`src/rtl/pixel_stream_source.sv`:
```
// Raster-order frame reader: pulls one image from a synchronous-read pixel memory and
// streams it with valid/ready, end-of-row/end-of-frame markers and busy/done status.
module pixel_stream_source #(
    parameter int unsigned DATA_SIZE  = 8,
    parameter int unsigned IMG_WIDTH  = 28,
    parameter int unsigned IMG_HEIGHT = 28,
    parameter int unsigned ADDR_SIZE  = $clog2(IMG_WIDTH * IMG_HEIGHT)
) (
    input  logic                 clock,
    input  logic                 reset,
    input  logic                 start,
    output logic                 mem_en,
    output logic [ADDR_SIZE-1:0] mem_addr,
    input  logic [DATA_SIZE-1:0] mem_rdata,
    input  logic                 ready_in,
    output logic                 data_valid,
    output logic [DATA_SIZE-1:0] pixel_out_data,
    output logic                 end_of_row,
    output logic                 end_of_frame,
    output logic                 busy,
    output logic                 done
);
    localparam int unsigned ColW = (IMG_WIDTH > 1) ? $clog2(IMG_WIDTH) : 1;
    localparam int unsigned RowW = (IMG_HEIGHT > 1) ? $clog2(IMG_HEIGHT) : 1;

    typedef enum logic [1:0] {StIdle, StStream, StFinish} state_e;
    state_e state_q, state_d;

    logic [ADDR_SIZE-1:0] addr_q, addr_d;
    logic [ColW-1:0]      col_q, col_d;
    logic [RowW-1:0]      row_q, row_d;
    logic                 remain_q, remain_d;

    // Markers of the read in flight travel with it into the output/skid registers.
    logic                 fl_q, fl_eor_q, fl_eof_q;
    logic                 fl_d, fl_eor_d, fl_eof_d;

    logic                 out_valid_q, out_eor_q, out_eof_q;
    logic                 out_valid_d, out_eor_d, out_eof_d;
    logic [DATA_SIZE-1:0] out_data_q, out_data_d;
    logic                 skid_valid_q, skid_eor_q, skid_eof_q;
    logic                 skid_valid_d, skid_eor_d, skid_eof_d;
    logic [DATA_SIZE-1:0] skid_data_q, skid_data_d;

    logic       start_acc, xfer, last_col, last_addr;
    logic [1:0] pending, pending_after;

    assign xfer          = out_valid_q && ready_in;
    assign start_acc     = start && (state_q != StStream);
    assign last_col      = (col_q == ColW'(IMG_WIDTH - 1));
    assign last_addr     = last_col && (row_q == RowW'(IMG_HEIGHT - 1));
    assign pending       = {1'b0, out_valid_q} + {1'b0, skid_valid_q} + {1'b0, fl_q};
    assign pending_after = pending - {1'b0, xfer};

    always_ff @(posedge clock or posedge reset) begin
        if (reset) begin
            state_q <= StIdle;
        end else begin
            state_q <= state_d;
        end
    end

    always_comb begin
        state_d = state_q;
        unique case (state_q)
            StIdle:   if (start) state_d = StStream;
            StStream: if (xfer && out_eof_q) state_d = StFinish;
            StFinish: state_d = start ? StStream : StIdle;
            default:  state_d = StIdle;
        endcase
    end

    always_comb begin
        mem_en = (state_q == StStream) && remain_q && (pending_after < 2'd2);
        busy   = (state_q == StStream);
        done   = (state_q == StFinish);
    end

    always_comb begin
        addr_d   = addr_q;
        col_d    = col_q;
        row_d    = row_q;
        remain_d = remain_q;
        if (start_acc) begin
            addr_d   = '0;
            col_d    = '0;
            row_d    = '0;
            remain_d = 1'b1;
        end else if (mem_en) begin
            if (last_addr) begin
                remain_d = 1'b0;
            end else begin
                addr_d = addr_q + ADDR_SIZE'(1);
                if (last_col) begin
                    col_d = '0;
                    row_d = row_q + RowW'(1);
                end else begin
                    col_d = col_q + ColW'(1);
                end
            end
        end
    end

    always_comb begin
        fl_d         = mem_en;
        fl_eor_d     = last_col;
        fl_eof_d     = last_addr;
        out_valid_d  = out_valid_q;
        out_data_d   = out_data_q;
        out_eor_d    = out_eor_q;
        out_eof_d    = out_eof_q;
        skid_valid_d = skid_valid_q;
        skid_data_d  = skid_data_q;
        skid_eor_d   = skid_eor_q;
        skid_eof_d   = skid_eof_q;
        if (xfer) begin
            if (skid_valid_q) begin
                out_data_d   = skid_data_q;
                out_eor_d    = skid_eor_q;
                out_eof_d    = skid_eof_q;
                skid_valid_d = 1'b0;
            end else begin
                out_valid_d = 1'b0;
            end
        end
        if (fl_q) begin
            if (!out_valid_d) begin
                out_valid_d = 1'b1;
                out_data_d  = mem_rdata;
                out_eor_d   = fl_eor_q;
                out_eof_d   = fl_eof_q;
            end else begin
                skid_valid_d = 1'b1;
                skid_data_d  = mem_rdata;
                skid_eor_d   = fl_eor_q;
                skid_eof_d   = fl_eof_q;
            end
        end
    end

    always_ff @(posedge clock or posedge reset) begin
        if (reset) begin
            addr_q       <= '0;
            col_q        <= '0;
            row_q        <= '0;
            remain_q     <= 1'b0;
            fl_q         <= 1'b0;
            fl_eor_q     <= 1'b0;
            fl_eof_q     <= 1'b0;
            out_valid_q  <= 1'b0;
            out_data_q   <= '0;
            out_eor_q    <= 1'b0;
            out_eof_q    <= 1'b0;
            skid_valid_q <= 1'b0;
            skid_data_q  <= '0;
            skid_eor_q   <= 1'b0;
            skid_eof_q   <= 1'b0;
        end else begin
            addr_q       <= addr_d;
            col_q        <= col_d;
            row_q        <= row_d;
            remain_q     <= remain_d;
            fl_q         <= fl_d;
            fl_eor_q     <= fl_eor_d;
            fl_eof_q     <= fl_eof_d;
            out_valid_q  <= out_valid_d;
            out_data_q   <= out_data_d;
            out_eor_q    <= out_eor_d;
            out_eof_q    <= out_eof_d;
            skid_valid_q <= skid_valid_d;
            skid_data_q  <= skid_data_d;
            skid_eor_q   <= skid_eor_d;
            skid_eof_q   <= skid_eof_d;
        end
    end

    assign mem_addr       = addr_q;
    assign data_valid     = out_valid_q;
    assign pixel_out_data = out_data_q;
    assign end_of_row     = out_eor_q;
    assign end_of_frame   = out_eof_q;

    // A capture must never find both the output and skid registers occupied.
    assert property (@(posedge clock) disable iff (reset)
        !(fl_q && out_valid_q && skid_valid_q && !xfer));

endmodule

```
`config.mk`:
```
export PLATFORM = sky130hd
export DESIGN_NAME = pixel_stream_source
export DESIGN_NICKNAME = d
export VERILOG_FILES = /design/src/rtl/pixel_stream_source.sv
export SDC_FILE = /design/constraint.sdc
export NUM_CORES = 1
export LEC_CHECK = 0
export ABC_CLOCK_PERIOD_IN_PS = 6050
export BUFFER_PORTS_ARGS = -buffer_cell sky130_fd_sc_hd__buf_2
export CAP_MARGIN = 15
export CORE_MARGIN = 3
export CORE_UTILIZATION = 60
export DETAILED_ROUTE_END_ITERATION = 8
export PLACE_DENSITY = 0.84
export SLEW_MARGIN = 25
export SYNTH_ARGS = -nofsm -noshare
export SYNTH_HDL_FRONTEND = slang
export SYNTH_SLANG_ARGS = --single-unit
export TNS_END_PERCENT = 1
```
`constraint.sdc`:
```
create_clock -name clock -period 6.05 [get_ports clock]
set_input_delay 0.3025 -clock clock [delete_from_list [all_inputs] [get_ports clock]]
set_output_delay 0.3025 -clock clock [all_outputs]
set_load 0.05 [all_outputs]
```
==> results of run 1 <==
-- logic make-up after synthesis --
kind of cell / share of synthesized area, %
adder cells (fa/ha/maj): 2.72
buffers and inverters: 4.52
AO/OA/AOI/OAI: 14.7
AND/OR/NAND/NOR: 16.1
flip-flops: 52.2
multiplexers: 9.68
-- worst max-delay path, cell delays in order (launching register included) --
cell     delay, ns
dfrtp_1       0.46
and2_1        0.23
ha_1          0.28
inv_1         0.03
ha_1          0.28
a21oi_2       0.18
mux2i_2       0.22
buf_4         0.31
inv_1         0.21
buf_2         0.26
-- through the flow --
step / power (uW) / setup slack (ns)
after floorplan: 348 / 3.09
after global placement: 357 / 3.44
after detailed placement: 358 / 3.35
after CTS: 578 / 3.02
after global routing: 592 / 2.86
final: 574 / 3.01
-- power groups by stage --
stage / clock network, uW / registers, uW / logic (uW)
after detailed placement: 0 / 331 / 26.7
after floorplan: 0 / 341 / 7.20
after global placement: 0 / 331 / 26.1
after CTS: 227 / 325 / 26.7
after global routing: 238 / 325 / 28.8
final: 223 / 325 / 26.2
-- worst paths after layout --
check | depth (start not counted) | slack (ns) | to
worst max register to register | 10 | 3.37 | col_q[3]
max in group asynchronous | 2 | 5.45 | row_q[4]
worst min register to register | 2 | 0.49 | end_of_frame
worst min-delay path | 2 | 0.13 | skid_data_q[0]
worst max-delay path | 9 | 3.01 | mem_en
min in group clock | 3 | 0.22 | pixel_out_data[2]
-- area by class of cell --
| cell class | instances | area (um2) |
|---|---|---|
| multi-input combinational | 143 | 998 |
| timing repair buffer | 37 | 190 |
| inverter | 11 | 42.5 |
| fill | 270 | 923 |
| clock buffer | 6 | 72.6 |
| tap | 46 | 57.6 |
| sequential | 48 | 1200 |
| clock inverter | 2 | 35.0 |
-- cell usage in the layout (no fill, tap or decap), types with 2 or more instances in the layout --
cell type / instances
a21oi_1: 12
and2_1: 2
and3_1: 4
buf_2: 35
buf_4: 2
clkbuf_8: 5
clkinv_2: 2
dfrtp_1: 48
ha_1: 5
inv_1: 9
mux2_2: 10
mux2i_1: 10
nand2_1: 22
nand2b_1: 3
nand3_1: 10
nor3_1: 2
o21ai_0: 17
o22ai_1: 2
o311ai_0: 6
o31ai_1: 9
o41ai_1: 2
or3_1: 2
or4_1: 7
-- layer usage --
metal | track usage [%] | up-vias | routed length, um | part of all wire [%]
met4 | 6.95 | 0 | 63 | 1.3
li1 | - | 846 | - | -
met3 | 4.27 | 7 | 206 | 4.4
met2 | 38.6 | 47 | 2310 | 49
met5 | 0 | - | 0 | 0
met1 | 31.6 | 861 | 2120 | 45
-- registers in the layout, summed over array words and instances, names as in the netlist, 2 cells and up --
signal,flops
state_q,2
col_q,5
skid_data_q,8
pixel_out_data,8
row_q,5
mem_addr,10
==> run summary, run 1 <==
After clock tree synthesis, the flow added hold-fix buffers numbering 0. The logs give 263 for the number of nets in the final layout and 2300 um2 for the post-synthesis instance area. Setup repair after global routing left no endpoint under its margin.

Yosys mapped the design onto 41 distinct sky130hd cell types. The critical register-to-register path startpoint is data_valid. The total cell area at the placement stage is 2490 um2, and the hold violation count in the final report is 0. The clock root buffer master is clkbuf_8. In this run the number of H-tree levels came out at 2. The number of instances in the synthesized netlist came out at 213. The run gives 0 as the number of remaining DRC errors. The final routed wirelength across all metal layers is 4690 um, and the minimum clock period after layout is 3.04 ns.

Clock-pin slew was measured on the worst setup and hold paths at 0.08 ns. Across the VDD grid, the largest voltage drop is 0.144 mV. Setup violations remaining at the end of the flow were counted as 0.

For this run, the share of the core covered by cells in the final layout is 73.8%. The number of vias per cell is 6.01, and the final total negative setup slack is 0 ns. The post-synthesis to final-layout area growth works out to 12.9%. After detailed routing, the average wire length per cell comes to 16.0 um. The initial utilization of the core area, before any placement, comes to 65.3%. After synthesis, the largest area contributor takes up 52.2% of total cell area. Of all cell types, the one taking the most synthesized area is dfrtp_1. By count the netlist is led by 48 x dfrtp_1, 22 x nand2_1, 17 x o21ai_0.

The number of antenna cells inserted came out at 0. The first global-routing pass estimated 8060 um of wire. The net load switching power came out at 122 uW.

After global routing the overflow that remains totals 0. The switching part of the total power works out to 21.3%. Path type of the worst min-delay path: input port to async pin. For the worst-skew pair, the clock arrives at the later sink with an insertion delay of 0.30 ns.

Cells with a size suffix above 1 make up 25.1% of the layout. The logs give 143 for the number of design-rule violations left by the first detailed-router iteration and 42.3% for the tightest slew margin relative to the limit. For the die footprint, the log shows 4610 um2. By area the synthesized netlist is led by dfrtp_1 52%, mux2_2 4.9%, mux2i_1 4.8%, o21ai_0 3.7%, nand2_1 3.6%. The worst setup path is launched from a register. Floorplan die height: 67.9 um. Routability-driven placement finished with a final weighted congestion of 0.805. In this run, synthesis inferred 0 flip-flops with an integrated enable.

The slew at the pin closest to its max-slew limit came out at 0.862 ns. The number of sinks on the clock net is 48, and the final clock period utilization by the worst path is 50.3%. The run finished with clean final reports.

The worst-path maximum fanout is 32, and the number of pins exceeding their max-slew limit in the final report is 0. The longest clock path from root to sink contains 2 buffers. Across every metal layer, demand over resource in global routing totals 23.4%.

The tools report the standard cell core area as 3520 um2. Summing the sequential cell areas from Yosys gives 52.2% of the chip area. The post-CTS setup buffer count came out at 0.

At the worst endpoint, the required time is 5.75 ns. For the placed instance count, the log shows 285. In this run the static leakage power is 0.00139 uW. The count of cells in the finished layout, fillers not included, comes to 293. The final route contains 1761 vias. The most critical setup path has its startpoint at data_valid. In this run the count of I/O pins placed on the die edge is 36. Detailed placer's ending HPWL: 3200 um. In the post-synthesis netlist, the cell with the most instances is dfrtp_1. The count of buffers added on input and output ports is 35. The tools report the initial antenna violation count as 0. The internal power of the cells is 452 uW.

The worst setup path is captured at an output pin. The width of the chip came out at 67.9 um. For the final database, setup skew stands at 0.00708 ns.

Each instance of the synthesized netlist takes up on average 10.8 um2. Gates resized during post-CTS repair numbered 0. The via count of the first global-routing pass was 1673; the fraction of power consumed by combinational cells was 4.6%.

The CTS buffer count was 5. Sequential cells burn 56.5% of the power. The predominant post-synthesis flop cell is dfrtp_1. The path type of the worst setup path is register to output pin.

The run gives 49 as the pin count of the biggest net entering global routing. After synthesis the netlist holds a flip-flop and latch count of 48. Static timing analysis puts the maximum clock frequency at 329 MHz. Per report_power, the clock group accounts for 38.9% of the total. Row generation in the floorplan step produced 21 rows. The first TritonRoute pass finished after 4 iterations. Net count after synthesis: 230. At the worst endpoint, the arrival time is 2.74 ns. After routing the design area is 2600 um2. TritonCTS built the clock tree.

The power per unit of standard cell area was 221 nW/um2; the reported max-cap violation count was 0. The run gives 0 as the number of nets with antenna violations after routing. On the final layout, the worst hold slack is 0.129 ns. For this run, the number of Yosys warnings is 0.

The share of synthesized registers carrying an async set or reset came out at 100%.
(Power assumes the default switching activity.)
==> run 2, diff against run 1 <==
--- a/config.mk
+++ b/config.mk
@@ -5,13 +5,13 @@
 export SDC_FILE = /design/constraint.sdc
 export NUM_CORES = 1
 export LEC_CHECK = 0
-export ABC_CLOCK_PERIOD_IN_PS = 6050
+export ABC_CLOCK_PERIOD_IN_PS = 2640
 export BUFFER_PORTS_ARGS = -buffer_cell sky130_fd_sc_hd__buf_2
 export CAP_MARGIN = 15
 export CORE_MARGIN = 3
-export CORE_UTILIZATION = 60
+export CORE_UTILIZATION = 50
 export DETAILED_ROUTE_END_ITERATION = 8
-export PLACE_DENSITY = 0.84
+export PLACE_DENSITY = 0.75
 export SLEW_MARGIN = 25
 export SYNTH_ARGS = -nofsm -noshare
 export SYNTH_HDL_FRONTEND = slang
==> constraint.sdc (replaced) <==
create_clock -name clock -period 2.64 [get_ports clock]
set_input_delay 0.132 -clock clock [delete_from_list [all_inputs] [get_ports clock]]
set_output_delay 0.132 -clock clock [all_outputs]
set_load 0.05 [all_outputs]
==> run summary, run 2 (synthesis gave the netlist of run 1 again) <==
The flow ran to the end, and the final reports show no timing, DRC or antenna violations. The tools report the number of antenna cells inserted as 0. The tool flagged a number of max-cap violations equal to 0. The signal on the critical path passes through and2_1 > ha_4 > inv_2 > ha_4 > a21oi_4 > mux2i_4 > clkinvlp_4 > buf_4. The initial antenna violation count is 0, and the total leakage power is 0.00141 uW. For the count of pins on the block boundary, the log shows 36.

The first-pass detailed-route iteration total is 4. Summed over all nets, the half-perimeter wirelength after detailed placement is 3120 um. During placement, the flow inserted port buffers numbering 35. The final total negative setup slack was 0 ns. The final clock period utilization by the worst path was 96.6%. The power per unit of standard cell area works out to 499 nW/um2. Dividing the detail-routed wire length by the instance count gives 14.8 um. In this run the top signal layer used is met4. The die covers 5450 um2.

The number of pins exceeding their max-slew limit in the final report was 0; the latest clock arrival within the worst-skew pair was 0.30 ns. The commonest non-fill, non-tap cell in the layout was dfrtp_1. For the number of sinks on the clock net, the log shows 48. The clock root buffer master is clkbuf_8. The last weighted congestion value of the routability-driven placer is 0.846, and the number of vias per cell is 5.69.

The via count of the first global-routing pass was 1680; the minimum clock period after layout was 2.55 ns. The tightest min-delay check is of the input port to register type. The first routing iteration left 76 violations. The flip-flop count of the largest register after layout is 10. For this block, wires on met1 add up to 2050 um.

The hold violation count in the final report is 0. The first global-routing pass estimated 7610 um of wire. The worst-case IR drop observed on VDD is 0.374 mV. TritonCTS built the clock tree.

The share of final-layout standard cells stronger than drive strength 1 was 29.0%. For this configuration, the core starts out at a cell density of 52.5%. After clock tree synthesis, the clock-pin slew on the worst setup and hold paths is 0.09 ns. For the number of nets in the final layout, the log shows 268. For the final database, setup skew stands at 0.00510 ns. The standard cell core area was 4380 um2; the maximum operating frequency was 392 MHz. The worst-path cell with the longest stage delay is dfrtp_2. The run gives 0 as the number of endpoints failing setup at the final stage. Across all layers, the routed design uses 1731 vias.

The CTS buffer count is 5. Global routing finished with a remaining overflow of 0. In this design, the critical path's most frequently occurring cell is ha_4.

The logs give 33 for the pin count of the biggest net entering global routing and 235 um for the wire length on met3. On the final layout, the worst hold slack is 0.0378 ns. The run gives 44.1% as the tightest slew margin relative to the limit. In the layout the commonest cells are 47 x dfrtp_1, 34 x buf_2, 21 x nand2_1. The area of all placed cells without fillers is 2720 um2, and the standard-cell row count is 24. The most critical setup path has its startpoint at data_valid. The total cell area at the placement stage was 2560 um2; the fraction of the core area covered by cells at the end of the flow was 61.9%. The critical path in this run is classified as register to output pin. Data on the critical path is required at its endpoint by 2.51 ns. The H-tree was split into 2 levels. The worst setup path is launched from a register. The critical register-to-register path startpoint is data_valid. The floorplan step set the die height to 73.8 um. The run gives 0 as the number of remaining DRC errors. The worst-path maximum fanout was 7; the post-synthesis to final-layout area growth was 18.1%. The maximum buffer depth of the clock tree was 2. The width of the chip came out at 73.8 um.

The routed design has 4510 um of wire. Summed over all nets, wire length on met2 after detailed routing comes to 2190 um. The start point of the worst min-delay path is mem_rdata[2]. The largest stage delay on the critical path came out at 0.47 ns. For the pin with the worst max-slew slack, the measured transition is 0.836 ns. The number of nets with antenna violations after routing is 0. The overall track demand over capacity in global routing came out at 18.2%. STA puts the critical path data arrival time at 2.42 ns. The worst setup path is captured at an output pin.
==> run 2: cell count changes in the layout (fill, tap and decap cells not counted), moves of 2 or more <==
| cell | delta |
|---|---|
| ha_4 | +2 |
| clkinvlp_4 | +2 |
| inv_1 | -2 |
| ha_1 | -2 |
| buf_4 | +4 |
| inv_2 | +2 |
| clkinv_2 | -2 |
==> run 2: final cells by class <==
class                   instances  area [um2]
flip-flops and latches         48        1200
clock buffers                   5        68.8
multi-input cells             143        1040
inverters                      11        45.0
fillers                       374        1670
well taps                      52        65.1
repair buffers                 42         245
clock inverters                 3        46.3
==> run 2: path summary, 6_finish.rpt <==
| check | end | slack, ns | depth (start not counted) |
|---|---|---|---|
| setup reg to reg | mem_addr[3] | 0.23 | 9 |
| setup / recovery | mem_en | 0.09 | 8 |
| hold reg to reg | end_of_frame | 0.49 | 2 |
| max in group asynchronous | remain_q | 1.59 | 4 |
| min in group asynchronous | mem_addr[3] | 0.46 | 3 |
| hold / removal | pixel_out_data[2] | 0.04 | 3 |
==> run 2: stage by stage <==
| stage | worst slack (ns) | total power, uW | std cells |
|---|---|---|---|
| global placement | 0.300 | 821 | 293 |
| finish | 0.0901 | 1350 | 304 |
| CTS | 0.0179 | 1370 | 302 |
| floorplan | -0.0670 | 797 | 213 |
| detailed placement | 0.240 | 822 | 293 |
| global route | -0.0182 | 1410 | 304 |
==> run 2: critical path: cells and delay by family (launching register included) <==
| family | cells | cell delay [ns] |
|---|---|---|
| fa+ha+maj | 2 | 0.51 |
| buf+inv | 3 | 0.47 |
| compound gates | 1 | 0.15 |
| mux | 1 | 0.31 |
| flops | 1 | 0.47 |
| simple gates | 1 | 0.21 |
==> run 2: timing repair <==
action	in CTS	in global routing
hold buffers	1	0
setup buffers	0	2
hold endpoints to repair	30	0
resized for setup	1	3
setup endpoints to repair	1	1
==> run 2: where the power goes <==
part	switching (uW)	internal, uW	total (uW)
Clock	262	285	547
Combinational	46.4	16.6	63.0
Sequential	2.95	741	744
==> run 2: routing by layer <==
layer	GRT usage (%)	vias up
li1	-	854
met1	23.2	837
met2	30.7	36
met3	5.06	4
met4	4.43	0
met5	0	-
==> run 3, diff against run 2 <==
--- a/config.mk
+++ b/config.mk
@@ -7,11 +7,12 @@
 export LEC_CHECK = 0
 export ABC_CLOCK_PERIOD_IN_PS = 2640
 export BUFFER_PORTS_ARGS = -buffer_cell sky130_fd_sc_hd__buf_2
-export CAP_MARGIN = 15
+export CAP_MARGIN = 20
 export CORE_MARGIN = 3
 export CORE_UTILIZATION = 50
 export DETAILED_ROUTE_END_ITERATION = 8
 export PLACE_DENSITY = 0.75
+export SETUP_SLACK_MARGIN = 0.2
 export SLEW_MARGIN = 25
 export SYNTH_ARGS = -nofsm -noshare
 export SYNTH_HDL_FRONTEND = slang
==> run summary, run 3 (synthesis gave the netlist of run 1 again) <==
The flow ran to the end, and the final reports show no timing, DRC or antenna violations. The maximum buffer depth of the clock tree is 2, and the latest clock arrival within the worst-skew pair is 0.30 ns. The die covers 5450 um2.

Leaving out fill and tap cells, the most frequent cells in the layout are 47 x dfrtp_1, 34 x buf_2, 21 x nand2_1. The commonest non-fill, non-tap cell in the layout is dfrtp_1. In this run the count of I/O pins placed on the die edge is 36. The post-synthesis to final-layout area growth came out at 18.4%. By startpoint and endpoint, the worst setup path is classified as register to output pin. The hold violation count in the final report was 0; the number of H-tree levels was 2. The first global-routing pass estimated 7730 um of wire. The total cell area at the placement stage was 2560 um2. The filler cell count was 372; the worst setup slack before clock tree synthesis was 0.240 ns.

The logs give 1733 for the routed via count and 0 for the initial antenna violation count. The first detailed-routing pass ran for 4 iterations. The logs give 52.5% for the effective utilization at floorplan and 41.0% for the tightest slew margin relative to the limit. The tools report the CTS buffer count as 5. For this design the ratio of total power to cell area is 498 nW/um2. The final routed wirelength across all metal layers is 4520 um, and the minimum clock period after layout is 2.37 ns.

The final critical path takes up 89.9% of the cycle. Setup violations remaining at the end of the flow were counted as 0. In this run the core area contains 24 standard-cell rows.

Startpoint type of the worst setup path: a register. Across the VDD grid, the largest voltage drop is 0.379 mV. The total leakage power is 0.00141 uW. The tree is rooted in a clkbuf_8. Between clock sinks in the finished design, the worst skew comes to 0.00314 ns. The final layout contains 268 nets. The floorplan step set the die width to 73.8 um.

Path type of the worst min-delay path: input port to register. Entering global routing, the biggest net connects 33 pins. After detailed routing, the average wire length per cell comes to 14.9 um. At the pin with the least slew margin, the transition time is 0.882 ns. For the worst setup path, the data required time is 2.51 ns.

The repair_antennas step left the layout with diodes totalling 0. The tools report the via count of the first global-routing pass as 1705. Max-cap violations in this run came to 0.

The region available for standard cell placement spans 4380 um2. Global routing consumed, over all layers together, 18.5% of the routing resources. Setup repair after global routing could not meet its margin everywhere. After legalization and detailed placement, the total HPWL measured 3120 um.

The worst-path maximum fanout is 3, and the last weighted congestion value of the routability-driven placer is 0.846. The number of pins exceeding their max-slew limit in the final report is 0. The post-route netlist has 29.4% of its cells at a drive strength greater than 1.

For the number of sinks on the clock net, the log shows 48. The floorplan die height was 73.8 um; the arrival time at the worst endpoint was 2.24 ns. In the routed layout, each cell is associated on average with a via count of 5.70. Port buffering added 35 buffers. The worst setup path is captured at an output pin. TritonCTS built the clock tree. The tools report the final setup slack of the worst path as 0.266 ns. The total overflow left after global routing is 0. Derived from the worst setup path, the maximum achievable clock frequency is 421 MHz. After detailed routing, the number of remaining DRC violations is 0. The area of all placed cells without fillers was 2720 um2; the clock-pin slew reported for the worst setup and hold paths after clock tree synthesis was 0.09 ns. The register with the most flip-flops in the layout has 10 of them.

The tools report the number of design-rule violations left by the first detailed-router iteration as 59. The count of nets left with antenna violations once routing finished came out at 0.
-- run 3: cell types whose count changed in the layout (fill, tap and decap cells not counted) --
cell,before,now
a21oi_1,12,11
a21oi_2,0,1
buf_4,6,5
buf_6,0,1
-- run 3: timing repair --
action / CTS / global route
gates resized for setup: 3 / 2
hold endpoints to repair: 30 / 0
buffers inserted: 2 / 0
endpoints found under the setup margin: 1 / 2
hold buffers: 1 / 0
-- run 3: worst paths after layout --
check | start | end | slack, ns | cells past startpoint
worst max register to register | data_valid | row_q[2] | 0.30 | 9
max in group asynchronous | reset | state_q[1] | 1.59 | 4
min in group asynchronous | reset | mem_addr[3] | 0.46 | 3
worst max-delay path | data_valid | mem_en | 0.27 | 8
worst min-delay path | mem_rdata[2] | pixel_out_data[2] | 0.04 | 3
worst min register to register | fl_eof_q | end_of_frame | 0.49 | 2
-- run 3: through the flow --
| stage | power (uW) | util (%) | hold WS [ns] | setup TNS, ns | cells |
|---|---|---|---|---|---|
| floorplan | 797 | - | 0.249 | -0.0972 | 213 |
| global placement | 821 | 58.3 | 0.267 | 0 | 293 |
| detailed placement | 822 | 58.3 | 0.271 | 0 | 293 |
| CTS | 1370 | 61.9 | 0.0299 | 0 | 304 |
| global route | 1410 | 62.1 | 0.0361 | 0 | 304 |
| finish | 1360 | 62.1 | 0.0380 | 0 | 304 |
-- run 3: area by class of cell --
type | count | area (um2) | area share (%)
clock buffers | 5 | 68.8 | 2.53
clock inverters | 3 | 46.3 | 1.70
inverters | 11 | 45.0 | 1.65
multi-input cells | 143 | 1050 | 38.4
flip-flops and latches | 48 | 1200 | 44.2
well taps | 52 | 65.1 | 2.39
repair buffers | 42 | 249 | 9.15
-- run 3: metal layers --
layer | share of wire [%] | up-vias | track usage, % | wire length (um)
met1 | 45 | 836 | 23.7 | 2050
li1 | - | 853 | - | -
met5 | 0 | - | 0 | 0
met2 | 49 | 40 | 31.2 | 2200
met4 | 0.82 | 0 | 4.43 | 37
met3 | 5.2 | 4 | 5.06 | 234
-- run 3: worst max-delay path, stage by stage (launching register included) --
cell and delay (ns):
dfrtp_2 0.41, and2_1 0.19, ha_4 0.28, inv_2 0.04, ha_4 0.23, a21oi_4 0.15
mux2i_4 0.31, clkinvlp_4 0.16, buf_6 0.17
-- run 3: where the power goes --
group / switching, uW / leakage, uW / internal, uW
Sequential: 2.95 / 0.000640 / 741
Clock: 263 / 0.0000548 / 286
Combinational: 46.4 / 0.000712 / 16.6
